===== src/rtl/if_id_queue.sv =====
// Fetch-to-decode buffer: a small FIFO with valid/ready handshakes on both sides.
// A synchronous flush discards every in-flight entry, and an empty queue presents a NOP.
module if_id_queue #(
    parameter int          DEPTH = 2,
    parameter int          AW    = 1,
    parameter logic [31:0] NOP   = 32'h00000013
) (
    input  logic          clk,
    input  logic          rst,
    input  logic          flush,
    input  logic          if_valid,
    output logic          if_ready,
    input  logic [31:0]   if_instruction,
    input  logic [31:0]   if_pc,
    input  logic [31:0]   if_pc_plus4,
    output logic          id_valid,
    input  logic          id_ready,
    output logic [31:0]   id_instruction,
    output logic [31:0]   id_pc,
    output logic [31:0]   id_pc_plus4,
    output logic [AW:0]   count
);

    localparam logic [AW:0]   FULL_CNT = (AW+1)'(DEPTH);
    localparam logic [AW:0]   CNT_ONE  = (AW+1)'(1);
    localparam logic [AW-1:0] PTR_ONE  = AW'(1);

    logic [95:0]   mem [DEPTH];
    logic [AW-1:0] wr_ptr;
    logic [AW-1:0] rd_ptr;
    logic [95:0]   head;
    logic          push;
    logic          pop;

    // if_ready and id_valid come only from the registered count, so neither
    // handshake has a combinational path to the other side.
    assign if_ready = (count != FULL_CNT);
    assign id_valid = (count != '0);
    assign push     = if_valid & if_ready & ~flush;
    assign pop      = id_valid & id_ready & ~flush;

    always_ff @(posedge clk or posedge rst) begin
        if (rst) begin
            wr_ptr <= '0;
            rd_ptr <= '0;
            count  <= '0;
        end else if (flush) begin
            wr_ptr <= '0;
            rd_ptr <= '0;
            count  <= '0;
        end else begin
            if (push) wr_ptr <= wr_ptr + PTR_ONE;
            if (pop)  rd_ptr <= rd_ptr + PTR_ONE;
            case ({push, pop})
                2'b10:   count <= count + CNT_ONE;
                2'b01:   count <= count - CNT_ONE;
                default: count <= count;
            endcase
        end
    end

    always_ff @(posedge clk) begin
        if (push) mem[wr_ptr] <= {if_instruction, if_pc, if_pc_plus4};
    end

    always_comb begin
        head           = mem[rd_ptr];
        id_instruction = NOP;
        id_pc          = '0;
        id_pc_plus4    = '0;
        if (id_valid) begin
            id_instruction = head[95:64];
            id_pc          = head[63:32];
            id_pc_plus4    = head[31:0];
        end
    end

endmodule


===== config.mk =====
export PLATFORM = sky130hd
export DESIGN_NAME = if_id_queue
export DESIGN_NICKNAME = d
export VERILOG_FILES = /design/src/rtl/if_id_queue.sv
export SDC_FILE = /design/constraint.sdc
export NUM_CORES = 1
export LEC_CHECK = 0
export CAP_MARGIN = 10
export CORE_MARGIN = 5
export CORE_UTILIZATION = 44
export CTS_CLUSTER_SIZE = 14
export DETAILED_ROUTE_END_ITERATION = 8
export GPL_TIMING_DRIVEN = 0
export PLACE_DENSITY = 0.88
export SLEW_MARGIN = 20
export SYNTH_ARGS = -nofsm -noshare
export SYNTH_HDL_FRONTEND = slang
export SYNTH_SLANG_ARGS = --single-unit

===== constraint.sdc =====
create_clock -name clk -period 8.45 [get_ports clk]
set_input_delay 0.845 -clock clk [delete_from_list [all_inputs] [get_ports clk]]
set_output_delay 0.845 -clock clk [all_outputs]
set_load 0.01 [all_outputs]

---- Yosys cells after proc, flatten, opt, wreduce, memory -nomap -nowiden ----
Memory sizes are Yosys's and may differ from the RTL's.
Cells that the tools add are included.
operators by class
  muxes and demuxes ....................... 11
  reduce and logical (&&, ||, !) cells .... 4
  bitwise operators ....................... 5
  add/subtract/negate cells ............... 4
  equal/unequal tests ..................... 3
operators by type and width
  kind                                                  count
  two-way mux 32 bit                                    3
  two-way mux 1 bit                                     6
  nonzero test 2 bit                                    3
  bitwise AND 1 bit                                     4
  one-hot mux 2 bit (2 select lines)                    1
  nonzero test 3 bit                                    1
  adder 1 bit (second input constant)                   2
  adder 2 x 1 -> 2 bit (second input constant)          1
  equality test 2 x 1 -> 1 bit (second input constant)  1
  equality test 2 bit (second input constant)           1
  two-way mux 2 bit                                     1
  inequality test 2 bit (second input constant)         1
  subtractor 2 x 1 -> 2 bit (second input constant)     1
  inverter 1 bit                                        1
storage, ports and cells
  bits in writable memories ............... 192
  output and inout bits ................... 100
  bits of input ports ..................... 101
  bits in registers ....................... 4
  memories ................................ 1
memory list
  name  depth  bits a word  read ports  clocked after memory_dff  write ports  RTL line  source
  mem   2      96           1           0                         1            28        logic [95:0] mem [DEPTH];

---- Longest topological paths before layout ----
Gate-level depths: netlist of run 1.
  depth in word-level cells ............... 6
  depth in mapped cells ................... 5
  gate-level depth less buffers ........... 4

---- Worst setup path after synthesis of run 1 ----
No wires, ideal clock.
  path kind ............................... in2reg
  start point ............................. in if_valid
  end point ............................... mem mem[1][0] (enable)
  library setup time ...................... 0.690 ns
  stages .................................. 2
  arrival ................................. 7.861 ns
  path buffers ............................ 0
  setup slack ............................. -0.101 ns
  required time ........................... 7.760 ns
  cells stage by stage .................... nand2_1 -> nor3b_1
between the ends
  longest elaborated chain between the ends .. 4
RTL lines
  element                                  RTL line  source
  from (decl)                              11        input logic if_valid,
  bitwise AND 1 bit (2 in series)          39        assign push = if_valid & if_ready & ~flush;
  two-way mux 1 bit                        63        if (push) mem[wr_ptr] <= {if_instruction, if_pc, if_pc_plus4};
  two-way mux 1 bit (not written as such)  63
  to (decl)                                28
No other way between the ends.

---- Final worst setup path of run 1 ----
  start point ............................. reg count[0]
  end point ............................... out id_instruction[15]
between the ends
  longest elaborated chain between the ends .. 2
RTL lines
  element                 RTL line  source
  from (decl)             21        output logic [AW:0] count
  from (signal assigned)  55        2'b10: count <= count + CNT_ONE;
  from (signal assigned)  56        2'b01: count <= count - CNT_ONE;
  from (signal assigned)  57        default: count <= count;
  nonzero test 2 bit      38        assign id_valid = (count != '0);
  two-way mux 32 bit      71        if (id_valid) begin
  to (decl)               18        output logic [31:0] id_instruction,
No other way between the ends.

==> out/qor.txt, run 1 <==
Total Nets Final: 771
Data arrival time of the critical path: 2310 ps
Areal power density over the cells: 203 nW/um^2
Mapped cell area: 7490 um^2
Die width: 140 um
Fin. Hold Viols: 0
# rows: 47
Slew Limit Fails: 0
Max rail drop VDD: 0.123 mV
Fin crit period: 3150 ps
Fin area: 10500 um^2
Core Region: 16600 um^2
Clock Latency Late Sink: 420 ps
Largest net degree at the start of global routing: 17
Vias in the first global route: 4829
Final ANT Viol Nets: 0
Yosys cell types: 25
CTS Buffer Depth: 2
GPL Wtd Cong: 0.793
Root buf cell: clkbuf_16
Max-cap violations: 0
Initial antenna violation count: 0
Boundary pin count: 201
Fmax achieved: 317 MHz
Sequential area share after synthesis: 78.4%
# H-tree levels: 4
WP data required: 7610 ps
Worst slack at placement: 5310 ps
Die area: 19700 um^2
RSZ-0062 raised after global routing: false
Multi-input logic area: 1460 um^2
Vias per cell: 4.91
Setup WS post-layout: 5300 ps
Routed WL: 16700 um
Final core occ: 63.0%
Die Y: 140 um
Number of synthesized register bits: 196
R2R depth: 7
All-Layer GR Usage: 16.9%
Cell count after synthesis: 433
Initial drt markers: 176
Port bufs: 200
Count of final setup violators: 0
ANT cells: 0
Post-DP HPWL: 12500 um
Setup bufs post-CTS: 0
Worst min-delay path category: input pin to async pin
Synth Net Count: 534
Final worst-path cycle share: 37.3%
Startpoint types: flop
Fillers: 1204
Seq pwr share: 52.6%
Slew margin rel.: 46.8%
P_sw: 0.000481 W
Total power: 0.00212 W
CP Capture Type: primary output
Storage cell area: 5870 um^2
Leak: 3.51 nW
Outcome: completed
CTS Sinks: 196
Post-cts gate resize count: 0
Starting Density: 45.0%
Clock transition at the registers of the reported paths: 70 ps
Avg Synthesized Cell Area: 17.3 um^2
Crit Path Class: flop to primary output
WL per Instance: 18.5 um
Placed inst area: 9970 um^2
Ys Warns: 0
Synthesis-to-layout area growth: 40.1%
Gr ovfl total: 0
Layout cells sized above 1: 9.96%
Total number of vias: 4430
Power Internal: 0.00164 W
Clock Skew: 9.92 ps
DRC viols: 0
Hold Buf Count CTS: 0
Hold WS: 611 ps
Comb pwr share: 14.0%
Total CTS buffers: 17
Worst-margin pin slew: 798 ps
Switching fraction of total power: 22.6%
Critical path peak fanout: 10
Pre-antenna DRT Iters: 4
Clock share of power: 33.4%
CTS tree: done
First-pass GRT wire length: 25800 um
==> state kept, by name (all words and copies together), names as in the netlist <==
register  cells
wr_ptr        1
rd_ptr        1
mem         192
count         2
==> per-stage QoR <==
step | std cells | TNS (ps)
after floorplan | 433 | 0
after global placement | 853 | -329930
after detailed placement | 871 | 0
after CTS | 903 | 0
after global routing | 903 | 0
final | 903 | 0
==> area by class of cell <==
| class | count | area share (%) |
|---|---|---|
| multi-input cells | 212 | 14.0 |
| clock inverters | 13 | 0.811 |
| clock buffers | 19 | 4.13 |
| well taps | 220 | 2.63 |
| inverters | 4 | 0.143 |
| repair buffers | 218 | 20.9 |
| flip-flops and latches | 196 | 55.9 |
| plain buffers | 21 | 1.50 |
==> layout by cell type, fill, tap and decap left out, drive strengths merged <==
| master | synthesis | final |
|---|---|---|
| clkdlybuf4s50 | 0 | 200 |
| edfxtp | 192 | 192 |
| mux2i | 97 | 97 |
| nor2 | 95 | 95 |
| buf | 20 | 38 |
| clkbuf | 1 | 20 |
| clkinv | 0 | 9 |
| inv | 4 | 7 |
| a21oi | 4 | 4 |
| nand2 | 4 | 4 |
| dfrtp | 4 | 4 |
| o21ai | 2 | 2 |
| nor3b | 2 | 2 |
| nor2b | 1 | 1 |
| or3 | 1 | 1 |
| o211ai | 1 | 1 |
| nand3b | 1 | 1 |
| a21o | 1 | 1 |
| or2 | 1 | 1 |
| nor3 | 1 | 1 |
| xor2 | 1 | 1 |
| clkinvlp | 0 | 1 |
==> metal layers <==
layer	vias to the layer above	GRT usage (%)	wire (um)
met4	0	5.10	247
li1	2086	-	-
met5	-	0	0
met2	172	30.7	8870
met3	25	5.01	1180
met1	2147	19.2	6400
==> synth_stat cells <==
library cell / instances / area share, %
or2_0: 1 / 0.084
nor2_2: 1 / 0.084
a21o_1: 1 / 0.10
nand3b_1: 1 / 0.10
a21oi_1: 4 / 0.27
o21ai_0: 2 / 0.13
nor3_1: 1 / 0.067
or3_1: 1 / 0.084
inv_1: 3 / 0.15
xor2_1: 1 / 0.12
buf_6: 1 / 0.15
mux2i_1: 97 / 13
buf_4: 8 / 0.80
inv_2: 1 / 0.050
nor2_1: 94 / 4.7
buf_2: 6 / 0.40
buf_8: 3 / 0.60
clkbuf_1: 1 / 0.050
nor3b_1: 2 / 0.20
nand2_1: 4 / 0.20
edfxtp_1: 192 / 77
o211ai_1: 1 / 0.10
dfrtp_1: 4 / 1.3
buf_1: 2 / 0.10
nor2b_2: 1 / 0.12
==> path summary, 6_finish.rpt <==
path	start	endpoint	slack (ps)
worst min-delay path	rst	count[0]$_DFFE_PP0P_	610
max in group asynchronous	rst	count[1]$_DFFE_PP0P_	7680
worst max register to register	count[1]$_DFFE_PP0P_	mem[0][77]$_DFFE_PP_	6100
worst min register to register	wr_ptr$_DFFE_PP0P_	wr_ptr$_DFFE_PP0P_	630
min in group clk	wr_ptr$_DFFE_PP0P_	wr_ptr$_DFFE_PP0P_	630
worst max-delay path	count[0]$_DFFE_PP0P_	id_instruction[15]	5300
==> cells by family after synthesis <==
family | Yosys count | share of synthesized area, %
compound gates | 8 | 0.602
xor+xnor | 1 | 0.117
buf+inv | 25 | 2.31
flops | 196 | 78.4
mux | 97 | 13.0
simple gates | 106 | 5.65
==> power groups by stage <==
stage / Clock [W] / Combinational, W / Sequential [W]
final: 0.000709 / 0.000298 / 0.00112
after global routing: 0.000773 / 0.000320 / 0.00112
after CTS: 0.000727 / 0.000302 / 0.00112
after detailed placement: 0 / 0.000301 / 0.00114
after global placement: 0 / 0.000282 / 0.00115
after floorplan: 0 / 0.000129 / 0.00114
==> critical path: stages (launching register included) <==
cell,delay (ps)
dfrtp_1,480
nor2_2,200
buf_2,330
buf_2,300
nor2_1,90
clkdlybuf4s50_1,490
(Power assumes the default switching activity.)
==> run 2: changes to the inputs <==
Settings changed: CORE_UTILIZATION 44 to 48, PLACE_DENSITY 0.88 to 0.9.
Clock period 8.45 ns to 3 ns, I/O delays scaled along.
==> out/qor.txt, run 2 (same netlist as run 1, synthesis figures left out) <==
GPL Wtd Cong: 0.731
Commonest non-fill, non-tap cell in the layout: clkdlybuf4s50_1
Data arrival time of the critical path: 2290 ps
Die area: 18200 um^2
Layout cells sized above 1: 9.75%
Final core occ: 69.1%
Root buf cell: clkbuf_16
Post-DP HPWL: 11800 um
All-Layer GR Usage: 18.0%
Clock Skew: 11.4 ps
First-pass GRT wire length: 25000 um
Crit Path Class: flop to primary output
Gr ovfl total: 0
Most flops, register: mem
CTS tree: done
Largest register FFs: 192
Fin crit period: 2590 ps
CP Capture Type: primary output
R2R depth: 7
Worst reg2reg setup slack: 600 ps
Port bufs: 200
Leak: 3.52 nW
Starting Density: 49.1%
RSZ-0062 raised after global routing: false
Worst-margin pin slew: 807 ps
Switching fraction of total power: 21.7%
Comb pwr share: 13.4%
Max rail drop VDD: 0.379 mV
# H-tree levels: 4
Pre-antenna DRT Iters: 5
Fin. Hold Viols: 0
Worst r2r dst: mem[0][43]$_DFFE_PP_
Setup bufs post-CTS: 0
Setup WS post-layout: 405 ps
Total number of vias: 4391
CTS Buffer Depth: 2
Count of final setup violators: 0
Most frequent cells in the layout: clkdlybuf4s50_1 (200), edfxtp_1 (192), mux2i_1 (97)
Post-cts gate resize count: 0
Worst slack at placement: 310 ps
Startpoint types: flop
Clock Latency Late Sink: 420 ps
Worst min-delay path category: input pin to async pin
Clock transition at the registers of the reported paths: 70 ps
Final worst-path cycle share: 86.5%
Max-cap violations: 0
Areal power density over the cells: 591 nW/um^2
Post-route insts no fill: 888
Slew margin rel.: 46.0%
Critical path peak fanout: 10
Hold Buf Count CTS: 0
Outcome: completed
WP data required: 2700 ps
WL per Instance: 18.2 um
Initial drt markers: 262
ANT cells: 0
Routed WL: 16100 um
Largest regs: mem: 192 flops, count: 2 flops
Fillers: 1009
Vias per cell: 4.94
Fmax achieved: 385 MHz
P_sw: 0.00135 W
DRC viols: 0
Reg2reg start: count[1]$_DFFE_PP0P_
Vias in the first global route: 4780
Slew Limit Fails: 0
Core Region: 15300 um^2
Power Internal: 0.00488 W
Die Y: 135 um
Total Nets Final: 766
Die width: 135 um
Dpl cells: 857
CTS Sinks: 196
# rows: 45
Clock share of power: 36.1%
Boundary pin count: 201
Total CTS buffers: 17
Final ANT Viol Nets: 0
Seq pwr share: 50.5%
Largest net degree at the start of global routing: 18
Synthesis-to-layout area growth: 40.8%
Initial antenna violation count: 0
run 2: changes by cell type in the layout (fill, tap and decap cells not counted), sizes merged:
cell      delta
buf          -5
clkinv       -5
bufinv       +3
clkinvlp     +1
run 2: area by class of cell:
cell class | count | area, um^2 | share of cell area [%]
inverter | 4 | 15.0 | 0.142
tap | 211 | 264 | 2.50
timing repair buffer | 213 | 2170 | 20.6
clock buffer | 19 | 433 | 4.11
buffer | 21 | 158 | 1.50
multi-input combinational | 212 | 1480 | 14.1
clock inverter | 12 | 154 | 1.46
sequential | 196 | 5870 | 55.6
run 2: layer usage:
metal	global-route usage [%]	routed length, um	vias to the layer above
met5	0	0	-
met4	5.26	231	0
met3	5.96	1050	18
met2	32.1	8400	156
met1	20.8	6450	2145
li1	-	-	2072
run 2: through the flow:
stage / cell area (um^2) / TNS, ps / hold slack (ps) / total power (W)
6_report: 10500 / 0 / 56.0 / 0.00623
5_1_grt: 10500 / 0 / 67.5 / 0.00646
3_5_place_dp: 9960 / 0 / 498 / 0.00405
2_1_floorplan: 7520 / -110470 / 66.0 / 0.00357
4_1_cts: 10500 / 0 / 43.6 / 0.00628
3_3_place_gp: 9790 / -358300 / 520 / 0.00400
run 2: worst max-delay path: stages, from the launching register on:
cell and delay (ps):
dfrtp_1 490, nor2_2 210, buf_2 320, buf_2 280, nor2_1 80, clkdlybuf4s50_1 480
run 2: worst max-delay path by stage:
stage                                    start                    to  slack, ps  depth (start not counted)
after floorplan           count[1]$_DFFE_PP0P_   mem[1][0]$_DFFE_PP_       -670                          4
after global placement                if_valid  mem[1][30]$_DFFE_PP_      -2000                          3
after detailed placement              if_valid  mem[0][39]$_DFFE_PP_        310                          6
after CTS                 count[0]$_DFFE_PP0P_             id_pc[30]        340                          5
after global routing      count[0]$_DFFE_PP0P_             id_pc[30]        220                          5
final                     count[0]$_DFFE_PP0P_             id_pc[30]        410                          5
run 2: power groups by stage:
stage / combinational (W) / clock (W) / sequential (W)
after floorplan: 0.000367 / 0 / 0.00320
after global placement: 0.000794 / 0 / 0.00321
after detailed placement: 0.000841 / 0 / 0.00320
after CTS: 0.000846 / 0.00229 / 0.00315
after global routing: 0.000894 / 0.00241 / 0.00315
final: 0.000834 / 0.00225 / 0.00315
==> run 3: changes to the inputs <==
Settings changed: CORE_MARGIN 5 to not set.
==> out/qor.txt, run 3 (same netlist as run 1, synthesis figures left out) <==
CP Depth: 5
M1 GR Usage: 21.9%
Areal power density over the cells: 586 nW/um^2
Fin. Hold Viols: 0
Setup WS post-layout: 413 ps
Largest register FFs: 192
# H-tree levels: 4
CTS Buffer Depth: 2
Setup bufs post-CTS: 0
Clock Latency Late Sink: 420 ps
TNS Setup: 0 ps
Crit Path Class: flop to primary output
RSZ-0062 raised after global routing: false
Largest net degree at the start of global routing: 18
Outcome: completed
Boundary pin count: 201
Startpoint types: flop
Initial drt markers: 227
Fmax achieved: 387 MHz
Vias per cell: 5.17
CTS tree: done
CTS Sinks: 196
Critical Path Sink: id_instruction[6]
Vias in the first global route: 4719
Port bufs: 200
CP max-delay cell: clkdlybuf4s50_1
Met2 Track Usage GR: 35.7%
Die width: 127 um
Root buf cell: clkbuf_16
Critical path peak fanout: 10
CP most frequent cell: buf_2
Total power: 0.00616 W
Reg2reg start: count[1]$_DFFE_PP0P_
Total number of vias: 4474
Post-cts gate resize count: 0
CP Capture Type: primary output
CP top delay family: buffers and inverters
Total CTS buffers: 17
Total Nets Final: 765
DRC viols: 0
Data arrival time of the critical path: 2290 ps
Final worst-path cycle share: 86.2%
Worst reg2reg setup slack: 440 ps
Starting Density: 49.2%
WP buf/inv: 3
ANT cells: 0
Met3 usage in global routing: 6.92%
Worst-margin pin slew: 721 ps
Fin crit period: 2590 ps
Clock Skew: 6.90 ps
R2R depth: 8
WP data required: 2700 ps
Largest regs: mem: 192 flops, count: 2 flops
Slew Limit Fails: 0
# rows: 45
Worst slack at placement: 151 ps
Worst min-delay path category: input pin to async pin
Count of final setup violators: 0
Most frequent cells in the layout: clkdlybuf4s50_1 (200), edfxtp_1 (192), mux2i_1 (97)
Final core occ: 69.1%
All-Layer GR Usage: 20.1%
Critical path, cell by cell: nor2_2 -> buf_2 -> buf_2 -> nor2_1 -> clkdlybuf4s50_1
Post-DP HPWL: 11200 um
Initial antenna violation count: 0
Die Y: 127 um
First-pass GRT wire length: 24000 um
Hold Buf Count CTS: 0
Gr ovfl total: 0
Worst r2r dst: mem[1][58]$_DFFE_PP_
Max-cap violations: 0
Gr busiest metal: met2
WL per Instance: 18.4 um
Max incr delay on CP: 490 ps
Synthesis-to-layout area growth: 40.3%
Pre-antenna DRT Iters: 5
GPL Wtd Cong: 0.726
Most flops, register: mem
Die area: 16100 um^2
Layout cells sized above 1: 9.75%
Final ANT Viol Nets: 0
CP startpoint: count[0]$_DFFE_PP0P_
Leak: 3.52 nW
Routed WL: 15900 um
Core Region: 15200 um^2
Commonest non-fill, non-tap cell in the layout: clkdlybuf4s50_1
Slew margin rel.: 51.7%
Clock transition at the registers of the reported paths: 70 ps
Max rail drop VDD: 0.453 mV
[run 3: how the worst min path moves through the flow]
stage | end
global placement | rd_ptr$_DFFE_PP0P_
finish | rd_ptr$_DFFE_PP0P_
detailed placement | rd_ptr$_DFFE_PP0P_
floorplan | count[0]$_DFFE_PP0P_
CTS | rd_ptr$_DFFE_PP0P_
global route | rd_ptr$_DFFE_PP0P_
[run 3: metrics by stage]
step | instance area (um^2) | std cells | hold WS [ps]
2_1_floorplan | 7520 | 433 | 66.0
6_report | 10500 | 865 | 62.6
3_5_place_dp | 9940 | 833 | 499
3_3_place_gp | 9760 | 821 | 504
5_1_grt | 10500 | 865 | 61.6
4_1_cts | 10500 | 865 | 48.5
[run 3: area by class of cell]
cell class                 instances  area, um^2
sequential                       196        5870
inverter                           4        15.0
tap                              188         235
multi-input combinational        212        1480
clock inverter                    15         139
timing repair buffer             212        2180
clock buffer                      17         425
fill                             986        4700
buffer                            21         158
[run 3: layer usage]
| layer | part of all wire [%] | vias to the layer above |
|---|---|---|
| met3 | 7.9 | 31 |
| met2 | 52 | 198 |
| met1 | 38 | 2175 |
| li1 | - | 2070 |
| met5 | 0 | - |
| met4 | 2.1 | 0 |
[run 3: power breakdown]
group          switching [W]  internal (W)  leakage [nW]
registers          0.0000292       0.00312          1.81
clock network       0.000953       0.00122         0.279
logic               0.000384      0.000455          1.42
